**src/rtl/serial_adder_ctrl.sv**
```systemverilog
// Bit-serial adder controller: runs one full-add slice over WIDTH cycles,
// LSB first, then presents the whole result word with a one-cycle done strobe.
module serial_adder_ctrl #(
  parameter int WIDTH = 8
) (
  input  logic             clk_i,
  input  logic             rst_i,
  input  logic             start_i,
  input  logic [WIDTH-1:0] a_i,
  input  logic [WIDTH-1:0] b_i,
  input  logic             cin_i,
  output logic             busy_o,
  output logic             done_o,
  output logic [WIDTH-1:0] sum_o,
  output logic             cout_o
);

  localparam int CW = (WIDTH > 1) ? $clog2(WIDTH) : 1;
  localparam logic [CW-1:0] CNT_LAST = CW'(WIDTH - 1);

  typedef enum logic [1:0] {
    S_IDLE = 2'd0,
    S_RUN  = 2'd1,
    S_DONE = 2'd2
  } state_t;

  state_t           state_q;
  logic [WIDTH-1:0] a_q;
  logic [WIDTH-1:0] b_q;
  logic [WIDTH-1:0] res_q;
  logic             carry_q;
  logic [CW-1:0]    cnt_q;
  logic             busy_q;
  logic             done_q;
  logic [WIDTH-1:0] sum_q;
  logic             cout_q;

  // Full-add slice built from two half adders on the current LSBs and carry.
  logic             ha1_sum;
  logic             ha1_carry;
  logic             slice_sum;
  logic             carry_d;
  logic [WIDTH-1:0] res_d;

  // Slice arithmetic and result-word shift (sum bit enters at the MSB).
  always_comb begin
    ha1_sum   = a_q[0] ^ b_q[0];
    ha1_carry = a_q[0] & b_q[0];
    slice_sum = ha1_sum ^ carry_q;
    carry_d   = ha1_carry | (ha1_sum & carry_q);
    res_d     = res_q >> 1;
    res_d[WIDTH-1] = slice_sum;
  end

  // Sequencer: IDLE -> RUN (WIDTH cycles) -> DONE (one cycle) -> IDLE.
  always_ff @(posedge clk_i or posedge rst_i) begin
    if (rst_i) begin
      state_q <= S_IDLE;
      a_q     <= '0;
      b_q     <= '0;
      res_q   <= '0;
      carry_q <= 1'b0;
      cnt_q   <= '0;
      busy_q  <= 1'b0;
      done_q  <= 1'b0;
      sum_q   <= '0;
      cout_q  <= 1'b0;
    end else begin
      case (state_q)
        S_IDLE: begin
          done_q <= 1'b0;
          if (start_i) begin
            a_q     <= a_i;
            b_q     <= b_i;
            carry_q <= cin_i;
            res_q   <= '0;
            cnt_q   <= '0;
            busy_q  <= 1'b1;
            state_q <= S_RUN;
          end
        end
        S_RUN: begin
          a_q     <= a_q >> 1;
          b_q     <= b_q >> 1;
          carry_q <= carry_d;
          res_q   <= res_d;
          cnt_q   <= cnt_q + CW'(1);
          if (cnt_q == CNT_LAST) begin
            // Publish the completed word only here so no partial sum is seen.
            sum_q   <= res_d;
            cout_q  <= carry_d;
            busy_q  <= 1'b0;
            done_q  <= 1'b1;
            state_q <= S_DONE;
          end
        end
        S_DONE: begin
          // start is deliberately not sampled here; requester must reassert.
          done_q  <= 1'b0;
          state_q <= S_IDLE;
        end
        default: begin
          busy_q  <= 1'b0;
          done_q  <= 1'b0;
          state_q <= S_IDLE;
        end
      endcase
    end
  end

  assign busy_o = busy_q;
  assign done_o = done_q;
  assign sum_o  = sum_q;
  assign cout_o = cout_q;

endmodule

```
**config.mk**
```make
export PLATFORM = sky130hd
export DESIGN_NAME = serial_adder_ctrl
export DESIGN_NICKNAME = d
export VERILOG_FILES = /design/src/rtl/serial_adder_ctrl.sv
export SDC_FILE = /design/constraint.sdc
export NUM_CORES = 1
export LEC_CHECK = 0
export ABC_CLOCK_PERIOD_IN_PS = 2100
export CAP_MARGIN = 20
export CORE_MARGIN = 2
export CORE_UTILIZATION = 40
export CTS_CLUSTER_DIAMETER = 60
export DETAILED_ROUTE_END_ITERATION = 12
export DONT_BUFFER_PORTS = 1
export GPL_TIMING_DRIVEN = 0
export PLACE_DENSITY = 0.52
export SLEW_MARGIN = 15
export SYNTH_ARGS = -nofsm -noshare
export SYNTH_HDL_FRONTEND = slang
export SYNTH_SLANG_ARGS = --single-unit
```
**constraint.sdc**
```tcl
create_clock -name clk_i -period 2.1 [get_ports clk_i]
set_clock_uncertainty 0.1 [all_clocks]
set_input_delay 0.21 -clock clk_i [delete_from_list [all_inputs] [get_ports clk_i]]
set_output_delay 0.21 -clock clk_i [all_outputs]
set_load 0.005 [all_outputs]
```
==> impl_metrics.toml <==
[drt]
wl_met3_um = 193
totalWireLength_um = 3700
drt-initial-drc-count = 58
drc_errors = 0
detail_route.vias_per_cell = 5.68
vias = 1272
route.met2.wl_um = 1700
drt-met1-wl_um = 1760
dr.max_layer_used = "met4"
post_drt_wl_per_cell_um = 16.5
firstDrtPassIters = 4
final_antenna_net_count = 0

[clocking]
root_buffer = "clkbuf_8"
worst_skew_pair.late_latency_ps = 290
path_clk_slew_ps = 80
cts_setup_buffers = 0
h-tree-depth = 2
cts-buffers-inserted = 5
cts_tree = "done"
clock_path_buffers = 2
clock_sinks = 40

[critical_path]
start_kind = "flip-flop"
crit_fanout = 10
cp-end-kind = "flip-flop"
crit_required_ps = 2180
crit_arrival_ps = 1670
critical_path_class = "flip-flop to flip-flop"

[synthesis]
yosysTopAreaCell = "dfrtp_1"
yosysMostFrequentCell = "nor3_1"
async_reset_ff_share_pct = 100
synthTopCellsByCount = "nor3_1, dfrtp_1, o22ai_1"
ys_top_cells_by_area = "dfrtp_1, nor3_1, mux2_4"
syn_area_sq_mm = 0.00182
yosys_warnings = 0
synth_ff_type = "dfrtp_1"
synth_area_per_cell_sq_um = 11.4
yosysTopAreaCellShare_pct = 54.9
synth_fp_nets = 183
seq_area_frac_synth_pct = 54.9
synth_cell_type_count = 21
synthCells = 160
synth_edf_count = 0
synth-seq-cells = 40

[placed_design]
dpl.hpwl_um = 2580
gp_congestion = 0.730
placed_area_sq_mm = 0.00192
dp_slack_ps = 519
port_buffers = 0
place_inst = 213

[power_and_ir_drop]
power_frac_seq_pct = 44.9
p_leak_nw = 0.911
switching_share_pct = 34.4
total_power_mw = 3.11
pwr-share-comb_pct = 35.2
power_density_mw_per_mm2 = 1510
p_int_mw = 2.04
clkPwrFrac_pct = 19.9
ir_drop_mv = 0.651
power_switching_mw = 1.07

[cells_and_area]
drive_gt1_share_pct = 19.8
fin_area_sq_mm = 0.00205
multiInputGateArea_sq_um = 723
area_delta_synth_final_pct = 12.6
fill_cells = 445
final_nets = 194
instances_no_fill = 224
n_antenna_cell = 0
seq_area_sq_mm = 0.00100

[timing]
fin_crit_ps = 1590
timing.fmax_mhz = 628
rsz0062_at_grt = "false"
max_slew_margin_pct = 68.1
worstMarginPinSlew_ps = 478
fin_tns_setup_ps = 0
finalWorstSetupSlack_ps = 509
fin_crit_sh_pct = 75.8
hold_viol = 0
finalMaxSlewViolations = 0
finalSetupViolCount = 0

[die]
fp-row-count = 24
start_util_pct = 41.6
die-area_sq_mm = 0.00511
core_sq_mm = 0.00438
chipWidth_um = 71.5
ios = 31
die_h_um = 71.5

[status]
run_status = "finished clean"

[grt]
antenna_found_initial = 0
grt_pass1_vias = 1263
grtUsageTotal_pct = 15.3
grt_pass1_wl_um = 6070
grt.overflow.total = 0
grt_start_max_net_pins = 22

[flow_run]
cap_violations = 0

[min_path]
min_path_type = "input pin to flip-flop"
[final timing paths]
| check | from | end | slack [ps] | cells past startpoint |
|---|---|---|---|---|
| max reg2reg | cnt_q[0] | sum_o[7] | 510 | 4 |
| min reg2reg | cnt_q[0] | cnt_q[0] | 420 | 1 |
| max in group asynchronous | rst_i | b_q[4] | 1150 | 3 |
| max | cnt_q[0] | sum_o[7] | 510 | 4 |
| min in group asynchronous | rst_i | sum_o[0] | 290 | 2 |
| min | a_i[6] | a_q[6] | 60 | 2 |
[state kept, by name, summed over array words and instances, names as in the netlist]
name,flops
state_q,2
done_o,1
b_q,8
a_q,8
cnt_q,3
sum_o,8
carry_q,1
cout_o,1
res_q,7
busy_o,1
[stage by stage]
| stage | utilization (%) | hold WS (ps) |
|---|---|---|
| 2_1_floorplan | - | 246 |
| 3_3_place_gp | 43.1 | 256 |
| 3_5_place_dp | 43.7 | 43.4 |
| 4_1_cts | 46.8 | 54.6 |
| 5_1_grt | 46.8 | 70.2 |
| 6_report | 46.8 | 57.9 |
[kinds of logic (layout without fill, tap and decap cells)]
logic type	Yosys count	after routing	synth area share (%)
AND/OR/NAND/NOR	60	60	17.5
AO/OA/AOI/OAI	31	31	11.7
adder cells (fa/ha/maj)	3	3	2.47
buffers and inverters	16	28	5.42
flip-flops	40	40	54.9
multiplexers	10	10	7.96
[power groups by stage]
| stage | sequential [mW] | clock (mW) | combinational [mW] |
|---|---|---|---|
| floorplan | 1.33 | 0 | 0.906 |
| global placement | 1.39 | 0 | 1.06 |
| detailed placement | 1.41 | 0 | 1.10 |
| CTS | 1.39 | 0.633 | 1.11 |
| global route | 1.44 | 0.665 | 1.22 |
| finish | 1.39 | 0.620 | 1.09 |
[layer usage]
metal,vias up,global-route usage (%)
met2,40,22.8
met3,6,5.06
met5,-,0
met1,619,21.2
li1,607,-
met4,0,5.03
[cells in the final DEF (no fill, tap or decap), drive strengths merged]
cell type and n:
mux2 9, mux2i 1, inv 4, nand2b 2, and2b 1, nand2 5
nor3 45, clkbuf 6, o22ai 15, a22o 9, buf 13, o21bai 1
ha 2, bufinv 1, dlygate4sd3 3, dfrtp 40, nor2 6, nor2b 1
clkinv 1, o21ai 6, fa 1
[worst max-delay path, stage by stage (launching register included)]
cell and delay (ps):
dfrtp_1 410, ha_1 210, ha_1 290, nand2_8 160, mux2_4 310
[layout make-up]
type                            instances  share of cell area, %
Clock buffer                            6                   3.53
Timing Repair Buffer                    4                   2.80
Tap cell                               52                   3.17
Clock inverter                          2                   1.71
Multi-Input combinational cell        104                   35.2
Inverter                                4                  0.731
Buffer                                 12                   4.08
Sequential cell                        40                   48.8
[what timing repair did]
| action | in CTS | in global routing |
|---|---|---|
| endpoints found under the hold margin | 22 | 0 |
| resized for setup | 0 | 0 |
| hold buffers | 3 | 0 |
Power figures use the tool's default switching activity.
